$ cat config.mk
export PLATFORM = sky130hd
export DESIGN_NAME = pe_array_feeder_flat
export DESIGN_NICKNAME = d
export VERILOG_FILES = /design/src/rtl/pe_feed_pkg.sv /design/src/rtl/pe_array_feeder_if.sv /design/src/rtl/pe_feed_mem.sv /design/src/rtl/pe_array_feeder.sv /design/src/flat_wrapper.sv
export SDC_FILE = /design/constraint.sdc
export NUM_CORES = 1
export LEC_CHECK = 0
export BUFFER_PORTS_ARGS = -buffer_cell sky130_fd_sc_hd__buf_2
export CAP_MARGIN = 20
export CORE_MARGIN = 4
export CORE_UTILIZATION = 40
export CTS_BUF_LIST = sky130_fd_sc_hd__clkbuf_16
export DETAILED_ROUTE_END_ITERATION = 10
export GPL_TIMING_DRIVEN = 0
export PLACE_DENSITY = 0.63
export SETUP_SLACK_MARGIN = 0.1
export SLEW_MARGIN = 20
export SYNTH_ARGS = -nofsm -noshare
export SYNTH_HDL_FRONTEND = slang
export SYNTH_SLANG_ARGS = --single-unit
$ cat constraint.sdc
create_clock -name clk -period 3.1 [get_ports clk]
set_input_delay 0.155 -clock clk [delete_from_list [all_inputs] [get_ports clk]]
set_output_delay 0.155 -clock clk [all_outputs]
set_load 0.005 [all_outputs]
$ cat src/rtl/pe_feed_pkg.sv
// Shared types and helpers for the systolic PE-array input sequencer.
package pe_feed_pkg;

    typedef enum logic [1:0] {IDLE, STREAM, DRAIN, DONE} state_t;

    localparam int PE_DW = 8;
    localparam int PE_N  = 4;

    // True when step t puts a real operand on lane i (0 <= t-i < n); the
    // t >= i test keeps a negative offset from aliasing via wrap-around.
    function automatic logic lane_idx_ok(input int t, input int i, input int n);
        return (t >= i) && ((t - i) < n);
    endfunction

endpackage

$ cat src/rtl/pe_array_feeder_if.sv
// Load port, start strobe and skewed operand outputs of the PE-array feeder.
interface pe_array_feeder_if
    import pe_feed_pkg::*;
#(
    parameter int N  = PE_N,
    parameter int DW = PE_DW
);
    localparam int AW = $clog2(N);

    logic            wr_en;
    logic            wr_sel;
    logic [AW-1:0]   wr_row;
    logic [AW-1:0]   wr_col;
    logic [DW-1:0]   wr_data;
    logic            start;
    logic            busy;
    logic            done;
    logic            valid_out;
    logic [N*DW-1:0] a_out;
    logic [N*DW-1:0] b_out;

    modport master (
        output wr_en, wr_sel, wr_row, wr_col, wr_data, start,
        input  busy, done, valid_out, a_out, b_out
    );

    modport slave (
        input  wr_en, wr_sel, wr_row, wr_col, wr_data, start,
        output busy, done, valid_out, a_out, b_out
    );
endinterface

$ cat src/rtl/pe_feed_mem.sv
// A/B operand register file with a single write port and two skewed N-lane
// read ports addressed by stream step t.
module pe_feed_mem
    import pe_feed_pkg::*;
#(
    parameter int N  = PE_N,
    parameter int DW = PE_DW,
    parameter int AW = $clog2(N),
    parameter int TW = $clog2(2*N)
) (
    input  logic            clk,
    input  logic            rst,
    input  logic            i_wr_en,
    input  logic            i_wr_sel,
    input  logic [AW-1:0]   i_wr_row,
    input  logic [AW-1:0]   i_wr_col,
    input  logic [DW-1:0]   i_wr_data,
    input  logic [TW-1:0]   i_t,
    output logic [N*DW-1:0] o_a,
    output logic [N*DW-1:0] o_b
);
    logic [N-1:0][N-1:0][DW-1:0] r_a;
    logic [N-1:0][N-1:0][DW-1:0] r_b;

    always_ff @(posedge clk) begin
        if (rst) begin
            r_a <= '0;
            r_b <= '0;
        end else if (i_wr_en) begin
            if (i_wr_sel) r_b[i_wr_row][i_wr_col] <= i_wr_data;
            else          r_a[i_wr_row][i_wr_col] <= i_wr_data;
        end
    end

    // Row i of A enters lane i delayed by i steps; column j of B likewise.
    for (genvar i = 0; i < N; i++) begin : g_lane
        logic          w_ok;
        logic [AW-1:0] w_idx;
        assign w_ok  = lane_idx_ok(int'(i_t), i, N);
        assign w_idx = AW'(i_t - TW'(i));
        assign o_a[i*DW +: DW] = w_ok ? r_a[i][w_idx] : '0;
        assign o_b[i*DW +: DW] = w_ok ? r_b[w_idx][i] : '0;
    end
endmodule

$ cat src/rtl/pe_array_feeder.sv
// Systolic input sequencer: streams skewed A rows / B columns into an NxN PE
// array, zero-pads for a drain interval, then pulses done.
module pe_array_feeder
    import pe_feed_pkg::*;
#(
    parameter int N         = PE_N,
    parameter int DW        = PE_DW,
    parameter int DRAIN_CYC = 4
) (
    input  logic                clk,
    input  logic                rst,
    pe_array_feeder_if.slave    bus
);
    localparam int TW  = $clog2(2*N);
    localparam int DCW = (DRAIN_CYC > 1) ? $clog2(DRAIN_CYC) : 1;
    localparam logic [TW-1:0]  T_LAST = TW'(2*N - 2);
    localparam logic [DCW-1:0] D_LAST = DCW'(DRAIN_CYC - 1);

    state_t          r_state;
    logic [TW-1:0]   r_t;
    logic [DCW-1:0]  r_dcnt;
    logic            r_busy;
    logic            r_done;
    logic            r_valid;
    logic [N*DW-1:0] r_a_out;
    logic [N*DW-1:0] r_b_out;

    logic            w_wr_en;
    logic [N*DW-1:0] w_a;
    logic [N*DW-1:0] w_b;

    assign w_wr_en = bus.wr_en && (r_state == IDLE);

    pe_feed_mem #(.N(N), .DW(DW)) u_mem (
        .clk       (clk),
        .rst       (rst),
        .i_wr_en   (w_wr_en),
        .i_wr_sel  (bus.wr_sel),
        .i_wr_row  (bus.wr_row),
        .i_wr_col  (bus.wr_col),
        .i_wr_data (bus.wr_data),
        .i_t       (r_t),
        .o_a       (w_a),
        .o_b       (w_b)
    );

    // Outputs are captured from the current state, so they trail the FSM by
    // one cycle: STREAM step t appears the edge after r_t holds t.
    always_ff @(posedge clk) begin
        if (rst) begin
            r_state <= IDLE;
            r_t     <= '0;
            r_dcnt  <= '0;
            r_busy  <= 1'b0;
            r_done  <= 1'b0;
            r_valid <= 1'b0;
            r_a_out <= '0;
            r_b_out <= '0;
        end else begin
            r_busy  <= (r_state != IDLE);
            r_done  <= (r_state == DONE);
            r_valid <= (r_state == STREAM);
            r_a_out <= (r_state == STREAM) ? w_a : '0;
            r_b_out <= (r_state == STREAM) ? w_b : '0;
            case (r_state)
                IDLE: begin
                    r_t    <= '0;
                    r_dcnt <= '0;
                    if (bus.start) r_state <= STREAM;
                end
                STREAM: begin
                    if (r_t == T_LAST) r_state <= DRAIN;
                    else               r_t     <= r_t + 1'b1;
                end
                DRAIN: begin
                    if (r_dcnt == D_LAST) r_state <= DONE;
                    else                  r_dcnt  <= r_dcnt + 1'b1;
                end
                DONE:    r_state <= IDLE;
                default: r_state <= IDLE;
            endcase
        end
    end

    assign bus.busy      = r_busy;
    assign bus.done      = r_done;
    assign bus.valid_out = r_valid;
    assign bus.a_out     = r_a_out;
    assign bus.b_out     = r_b_out;
endmodule
$ cat src/flat_wrapper.sv
// flat-port wrapper written by rule: the top's interface ports become plain ports
module pe_array_feeder_flat import pe_feed_pkg::*;
#(
    parameter int N         = PE_N,
    parameter int DW        = PE_DW,
    parameter int DRAIN_CYC = 4
)
  (clk, rst, bus_wr_en, bus_wr_sel, bus_wr_row, bus_wr_col, bus_wr_data, bus_start, bus_busy, bus_done, bus_valid_out, bus_a_out, bus_b_out);
  pe_array_feeder_if #(.N(N), .DW(DW)) bus_i ();
  input  logic clk;
  input  logic rst;
  input wire logic [$bits(bus_i.wr_en)-1:0] bus_wr_en;
  input wire logic [$bits(bus_i.wr_sel)-1:0] bus_wr_sel;
  input wire logic [$bits(bus_i.wr_row)-1:0] bus_wr_row;
  input wire logic [$bits(bus_i.wr_col)-1:0] bus_wr_col;
  input wire logic [$bits(bus_i.wr_data)-1:0] bus_wr_data;
  input wire logic [$bits(bus_i.start)-1:0] bus_start;
  output wire logic [$bits(bus_i.busy)-1:0] bus_busy;
  output wire logic [$bits(bus_i.done)-1:0] bus_done;
  output wire logic [$bits(bus_i.valid_out)-1:0] bus_valid_out;
  output wire logic [$bits(bus_i.a_out)-1:0] bus_a_out;
  output wire logic [$bits(bus_i.b_out)-1:0] bus_b_out;
  assign bus_i.wr_en = bus_wr_en;
  assign bus_i.wr_sel = bus_wr_sel;
  assign bus_i.wr_row = bus_wr_row;
  assign bus_i.wr_col = bus_wr_col;
  assign bus_i.wr_data = bus_wr_data;
  assign bus_i.start = bus_start;
  assign bus_busy = bus_i.busy;
  assign bus_done = bus_i.done;
  assign bus_valid_out = bus_i.valid_out;
  assign bus_a_out = bus_i.a_out;
  assign bus_b_out = bus_i.b_out;
  pe_array_feeder #(.N(N), .DW(DW), .DRAIN_CYC(DRAIN_CYC)) u_core (.clk(clk), .rst(rst), .bus(bus_i));
endmodule
==> qor.yml, run 1 <==
status: "completed"
htree_levels: 2
r2r_start: "u_core.r_t[0]"
drv_cap: 0
hold_path.class: "in2reg"
r2r-end: "u_core.bus.b_out[30]"
yosys.area.top_type: "dfxtp_1"
synth_ff_type: "dfxtp_1"
start_kind: "register"
die_w_um: 191
cp.arrival_ps: 3240
gp_congestion: 0.871
async_flop_share: 0
synthesis.instances: 1170
io-pin-count: 84
instances_no_fill: 1755
crit_path_max_fanout: 10
synth-seq-area-share: 0.494
final_max_slew_viol_count: 0
rsz0062_at_grt: "no"
rows: 66
synth-edff-count: 0
die_area_mm2: 0.0364
fill_cells: 3059
tightest_slew_ps: 1080
vias: 9062
tritoncts: "done"
grt_pass1_wl_um: 55200
timing.slew.headroom: 0.283
worstHoldStart: "bus_wr_data[5]"
synth_fp_nets: 1201
setup-violations-final: 0
p_leak_nw: 7.70
drtPass1Iterations: 5
dp_cells: 1694
drive_gt1_frac: 0.207
path_clk_slew_ps: 60
antenna_left: 0
area_delta_synth_final_pct: 15.3
antenna_found_initial: 0
fin_skew_ps: 7.43
r2r_cells: 9
ys_ff_latch: 330
grt.overflow.total: 0
place_ws_ps: -423
synth_area_mm2: 0.0134
setup_tns_ps: 0
worstPathRequired_ps: 3490
cts_max_path_buffers: 3
setup_ws_ps: 252
peakVddDrop_mv: 0.348
drt_wl_total_um: 36000
syn_avg_cell_area_um2: 11.4
power.total_mw: 9.52
grt_pass1_vias: 9381
start_util: 0.408
r2r_slack_ps: 250
io_buffers: 82
final_cell_area_mm2: 0.0154
synth_area_leaders: "dfxtp_1, mux2i_1, mux4_2"
yosysTopAreaCellShare: 0.494
place.detailed.hpwl_um: 24900
fin_crit_ps: 2850
grt_max_degree: 14
p_per_area_mw_per_mm2: 618
placed_area_mm2: 0.0143
worst_hold_slack_ps: 82.0
postCtsSetupBuffers: 0
synth_most_common_cell: "dfxtp_1"
end_kind: "register"
root_buffer: "clkbuf_16"
core-area_mm2: 0.0328
insertion_delay_ps: 520
viasPerCell: 5.16
max_freq_ghz: 0.351
numCtsBuffers: 36
drtIter0Drc: 463
netlist-cell-type-count: 42
fin_crit_sh: 0.919
final_core_utilization: 0.470
critPathKind: "reg2reg"
cts.sinks: 330
fin_nets: 1322
chipHeight_um: 191
hold_violations: 0
grtUsageTotal: 0.197
hold_end: "u_core.u_mem.r_b[13]"
drc: 0
yosysWarnings: 0
synth.top_cells.by_count: "dfxtp_1, nand2_1, mux2i_1, mux4_2, clkbuf_1"
wl_per_cell_um: 20.5
min_path_cells: 3
[repair_timing]
action / 4_1_cts / 5_1_grt
endpoints found under the setup margin: 30 / 34
resized for setup: 9 / 6
hold buffers: 1 / 0
hold endpoints to repair: 6 / 0
[sequential cells by signal, summed over array words and instances, names as in the netlist]
signal / flops
u_core.u_mem.r_b: 128
u_core.bus.valid_out: 1
u_core.r_t: 3
u_core.bus.b_out: 32
u_core.u_mem.r_a: 128
u_core.bus.done: 1
u_core.bus.a_out: 32
u_core.r_state: 2
u_core.bus.busy: 1
u_core.r_dcnt: 2
[worst max path at each step]
stage	from	endpoint	slack (ps)
after global routing	u_core.r_t[0]	u_core.bus.b_out[30]	140
after global placement	u_core.r_t[1]	u_core.bus.a_out[22]	-340
final	u_core.r_t[0]	u_core.bus.b_out[30]	250
after detailed placement	u_core.r_t[1]	u_core.bus.a_out[22]	-420
after CTS	u_core.r_t[1]	u_core.bus.b_out[13]	140
after floorplan	u_core.r_t[1]	u_core.bus.b_out[28]	660
[area by class of cell]
| type | count | area, um^2 | share of cell area |
|---|---|---|---|
| Inverter | 7 | 26.3 | 0.00170 |
| Buffer | 84 | 433 | 0.0281 |
| Tap cell | 442 | 553 | 0.0359 |
| Timing Repair Buffer | 83 | 420 | 0.0273 |
| Multi-Input combinational cell | 749 | 6350 | 0.412 |
| Clock inverter | 22 | 96.3 | 0.00625 |
| Antenna cell | 1 | 2.50 | 0.000162 |
| Sequential cell | 330 | 6610 | 0.429 |
| Clock buffer | 37 | 926 | 0.0601 |
[power breakdown]
group / switching (mW) / internal (mW)
clock: 1.66 / 2.14
sequential: 0.0465 / 4.31
combinational: 0.868 / 0.488
[cell usage in the layout (no fill, tap or decap), drive strengths merged]
| master | count |
|---|---|
| and4 | 1 |
| nand4 | 4 |
| nor4b | 2 |
| o221ai | 1 |
| nor4 | 1 |
| ha | 14 |
| diode | 1 |
| nand3b | 2 |
| nor2b | 37 |
| buf | 120 |
| and4bb | 4 |
| and3b | 2 |
| o211a | 1 |
| and4b | 4 |
| inv | 18 |
| o311ai | 1 |
| mux2i | 257 |
| mux4 | 64 |
| nand2b | 4 |
| nand2 | 294 |
| dlygate4sd3 | 1 |
| a21oi | 5 |
| clkinv | 11 |
| a21boi | 2 |
| dfxtp | 330 |
| nor2 | 3 |
| nand3 | 6 |
| clkbuf | 83 |
| and3 | 33 |
| o21ai | 1 |
| nor3 | 1 |
| or4 | 1 |
| and2b | 3 |
| xor2 | 1 |
[layer usage]
layer	wire, um	track usage
met1	16400	0.266
met3	1700	0.0287
met5	0	0
met4	1000	0.0602
met2	16800	0.329
[critical path, cell delays in order, from the launching register on]
cell and delay, ps:
dfxtp_1 450, buf_6 240, buf_4 240, buf_4 280
inv_1 130, ha_1 300, clkbuf_2 200, clkbuf_4 310
mux4_2 340, and3_1 230
[kinds of logic (layout without fill, tap and decap cells)]
family | Yosys count | count (layout) | share of synthesized area
simple gates | 402 | 402 | 0.153
other cells | 0 | 1 | 0
fa+ha+maj | 14 | 14 | 0.0131
flops | 330 | 330 | 0.494
mux | 321 | 321 | 0.300
buf+inv | 91 | 233 | 0.0325
compound gates | 11 | 11 | 0.00590
xor+xnor | 1 | 1 | 0.000655
No activity file was read; power rests on OpenSTA's default activity.
==> run 2, diff against run 1 <==
Settings changed: RECOVER_POWER set to 25.
==> run 2 against run 1 <==
Clock power about the same. Critical path type unchanged. Utilization down 0.18 points. Highest routed layer unchanged. Wire length down 0.14%.
==> qor.yml, run 2 (synthesis gave the netlist of run 1 again) <==
dp_cells: 1694
end_kind: "register"
antenna_left: 0
placed_area_mm2: 0.0143
max_freq_ghz: 0.352
fin_nets: 1322
timing.slew.headroom: 0.289
worstPathRequired_ps: 3490
cts.sinks: 330
switchingPower_mw: 2.57
grt_max_degree: 14
power.internal_mw: 6.94
grt_pass1_vias: 9381
wl_per_cell_um: 20.5
hold_violations: 0
area_delta_synth_final_pct: 14.9
place_ws_ps: -423
switching_share: 0.271
drt_wl_total_um: 35900
power.total_mw: 9.51
htree_levels: 2
antenna_found_initial: 0
tightest_slew_ps: 1070
pwr-share-seq: 0.458
p_clk_frac: 0.400
io_buffers: 82
final_cell_area_mm2: 0.0154
cts_max_path_buffers: 3
final_max_slew_viol_count: 0
final_common_cell: "dfxtp_1"
drc: 0
critPathKind: "reg2reg"
rows: 66
crit_path_max_fanout: 10
grt.overflow.total: 0
drv_cap: 0
root_buffer: "clkbuf_16"
grtUsageTotal: 0.197
fin_crit_sh: 0.917
most-common-layout-cells: "dfxtp_1, nand2_1, mux2i_1"
instances_no_fill: 1755
reg_top3: "u_core.u_mem.r_a x128, u_core.u_mem.r_b x128"
peakVddDrop_mv: 0.349
cp.arrival_ps: 3230
chipHeight_um: 191
drtPass1Iterations: 5
drive_gt1_frac: 0.170
numCtsBuffers: 36
gp_congestion: 0.871
status: "completed"
final_core_utilization: 0.468
power_frac_comb: 0.142
place.detailed.hpwl_um: 24900
p_per_area_mw_per_mm2: 620
rsz0062_at_grt: "no"
insertion_delay_ps: 520
grt_pass1_wl_um: 55200
drtIter0Drc: 473
setup-violations-final: 0
start_util: 0.408
io-pin-count: 84
path_clk_slew_ps: 60
fin_crit_ps: 2840
start_kind: "register"
hold_path.class: "in2reg"
viasPerCell: 5.17
fin_skew_ps: 8.19
p_leak_nw: 7.51
die_area_mm2: 0.0364
postCtsSetupBuffers: 0
vias: 9072
setup_ws_ps: 258
die_w_um: 191
tritoncts: "done"
core-area_mm2: 0.0328
## run 2: cell count changes in the layout (fill, tap and decap cells not counted), sizes merged
cell    change
buf        -48
clkbuf     +48
## run 2: layer usage
layer	global-route usage	vias to the layer above	wire, um
li1	-	4299	-
met4	0.0602	0	997
met2	0.329	201	16800
met3	0.0287	60	1760
met5	0	-	0
met1	0.266	4512	16400
## run 2: path summary, 6_finish.rpt
kind	startpoint	end	slack [ps]	cells past startpoint
worst max-delay path	u_core.r_t[0]	u_core.bus.b_out[30]	260	9
worst min-delay path	bus_wr_data[5]	u_core.u_mem.r_b[13]	80	3
worst max register to register	u_core.r_t[0]	u_core.bus.b_out[30]	260	9
worst min register to register	u_core.u_mem.r_b[120]	u_core.u_mem.r_b[120]	460	2
## run 2: through the flow
step           hold slack [ps]  TNS, ps
3_3_place_gp               438    -6060
2_1_floorplan              365        0
4_1_cts                   57.2        0
3_5_place_dp               445    -7470
5_1_grt                   86.3        0
6_report                  84.7        0
## run 2: final cells by class
cell class                      count  area (um^2)
Clock inverter                     22         96.3
Fill cell                        3076        17400
Sequential cell                   330         6610
Tap cell                          442          553
Antenna cell                        1         2.50
Clock buffer                       37          926
Inverter                            7         26.3
Multi-Input combinational cell    749         6350
Timing Repair Buffer               83          373
Buffer                             84          420
## run 2: power by group through the flow
| stage | Combinational (mW) | Clock (mW) | Sequential (mW) |
|---|---|---|---|
| floorplan | 0.917 | 0 | 4.44 |
| global placement | 1.30 | 0 | 4.44 |
| detailed placement | 1.32 | 0 | 4.45 |
| CTS | 1.35 | 3.89 | 4.36 |
| global route | 1.44 | 4.07 | 4.36 |
| finish | 1.35 | 3.80 | 4.36 |
## run 2: repair_timing
item                                    in CTS  in global routing
endpoints found under the hold margin        6                  0
pin swaps                                    0                  0
hold buffers                                 1                  0
gates resized for setup                      9                  6
endpoints found under the setup margin      30                 34
## run 2: critical path: stages (launching register included)
cell,delay [ps]
dfxtp_1,450
buf_6,240
buf_4,240
buf_4,280
inv_1,130
ha_1,300
clkbuf_2,200
clkbuf_4,310
mux4_2,330
and3_1,230
==> run 3, diff against run 2 <==
Settings changed: BUFFER_PORTS_ARGS -buffer_cell sky130_fd_sc_hd__buf_2 to not set, CORE_ASPECT_RATIO set to 1.2, DONT_BUFFER_PORTS set to 1, PLACE_DENSITY 0.63 to 0.61.
Clock period 3.1 ns to 3.6 ns, I/O delays scaled along.
==> run 3 against run 2 <==
Non-clock buffer count down 74. First-iteration DRC count grew 12%. Wire length decreased by 0.88%. Hold slack got worse by 60 ps. Clock power is 11% lower. Clock-buffer cell count fell by 2. Power down 13%. Register-to-register slack worse by 50 ps. Clock skew up 6.2 ps. Combinational power is 17% lower. Sequential share of layout area grew 0.85 points. Setup slack lost 55 ps. Critical path type unchanged. Highest routed layer is now met5.
==> qor.yml, run 3 (synthesis gave the netlist of run 1 again) <==
drt_wl_total_um: 35600
r2r_slack_ps: 200
wl_per_cell_um: 21.1
fin_skew_ps: 14.3
place.detailed.hpwl_um: 24700
antenna_left: 0
drc: 0
start_kind: "register"
final_common_cell: "dfxtp_1"
rsz0062_at_grt: "no"
grt.overflow.total: 0
timing.slew.headroom: 0.382
setup-violations-final: 0
final_cell_area_mm2: 0.0151
path_clk_slew_ps: 60
area_delta_synth_final_pct: 12.6
grt_pass1_vias: 8989
hold_path.class: "in2reg"
grtUsageTotal: 0.192
insertion_delay_ps: 520
power.total_mw: 8.24
drtPass1Iterations: 4
cts.sinks: 330
drtIter0Drc: 530
placed_area_mm2: 0.0139
rows: 73
tightest_slew_ps: 927
antenna_found_initial: 4
numCtsBuffers: 35
gp_congestion: 0.854
peakVddDrop_mv: 0.309
reg_top3: "u_core.u_mem.r_a x128, u_core.u_mem.r_b x128"
switching_share: 0.269
status: "completed"
die_area_mm2: 0.0364
die_w_um: 175
crit_path_max_fanout: 10
switchingPower_mw: 2.21
p_clk_frac: 0.409
fin_nets: 1247
cts_max_path_buffers: 3
critPathKind: "reg2reg"
power.internal_mw: 6.02
fin_crit_sh: 0.943
pwr-share-seq: 0.456
cp.arrival_ps: 3800
end_kind: "register"
htree_levels: 2
final_max_slew_viol_count: 0
drive_gt1_frac: 0.144
io-pin-count: 84
power_frac_comb: 0.135
vias: 8845
tritoncts: "done"
setup_tns_ps: 0
hold_violations: 0
drv_cap: 0
grt_max_degree: 15
fin_crit_ps: 3400
grt_pass1_wl_um: 53800
root_buffer: "clkbuf_16"
most-common-layout-cells: "dfxtp_1, nand2_1, mux2i_1"
core-area_mm2: 0.0331
io_buffers: 0
p_leak_nw: 7.28
p_per_area_mw_per_mm2: 547
start_util: 0.404
viasPerCell: 5.23
max_freq_ghz: 0.294
worstPathRequired_ps: 4000
chipHeight_um: 208
==> run 3: cell count changes in the layout (fill, tap and decap cells not counted), sizes merged <==
cell,delta
buf,-39
bufinv,+2
clkbuf,-45
clkinv,+1
clkinvlp,+1
dlygate4sd3,+8
inv,+1
==> run 3: path summary, 6_finish.rpt <==
kind | startpoint | endpoint | depth (start not counted)
min | bus_wr_row[1] | u_core.u_mem.r_a[15] | 3
max | u_core.r_t[1] | u_core.bus.b_out[30] | 9
max reg2reg | u_core.r_t[1] | u_core.bus.b_out[30] | 9
min reg2reg | u_core.u_mem.r_a[25] | u_core.u_mem.r_a[25] | 2
==> run 3: worst max-delay path, cell delays in order, from the launching register on <==
cell and delay (ps):
dfxtp_1 410, buf_4 220, buf_4 300, buf_2 360
inv_1 150, ha_1 300, clkbuf_2 190, clkbuf_1 690
mux4_2 420, and3_1 230
==> run 3: per-stage QoR <==
stage | std cells | setup WS, ps | utilization | hold slack (ps)
2_1_floorplan | 1170 | 1160 | - | 390
3_3_place_gp | 1620 | 130 | 0.421 | 441
3_5_place_dp | 1620 | 115 | 0.421 | 449
4_1_cts | 1691 | 104 | 0.456 | 20.2
5_1_grt | 1692 | 110 | 0.455 | 24.7
6_report | 1692 | 203 | 0.455 | 24.5
==> run 3: area by class of cell <==
class | instances | area [um^2]
Inverter | 7 | 26.3
Clock buffer | 35 | 876
Clock inverter | 27 | 180
Multi-Input combinational cell | 749 | 6310
Timing Repair Buffer | 9 | 90.1
Buffer | 84 | 399
Antenna cell | 1 | 2.50
Tap cell | 450 | 563
Sequential cell | 330 | 6610
Fill cell | 3102 | 18000
==> run 3: power by group through the flow <==
stage	sequential (mW)	clock (mW)	combinational, mW
detailed placement	3.83	0	1.12
global route	3.76	3.58	1.18
global placement	3.83	0	1.11
floorplan	3.82	0	0.790
CTS	3.75	3.44	1.13
finish	3.75	3.37	1.12
==> run 3: routing by layer <==
metal,vias up,global-route usage,share of wire
met1,4413,0.240,0.42
met4,6,0.0623,0.028
met2,209,0.334,0.50
li1,4142,-,-
met5,-,0,0.00079
met3,75,0.0374,0.055
==> run 3: timing repair <==
action	CTS	global route
endpoints found under the setup margin	0	10
hold endpoints to repair	22	0
gates resized for setup	0	2
hold buffers	9	0
setup buffers	0	0
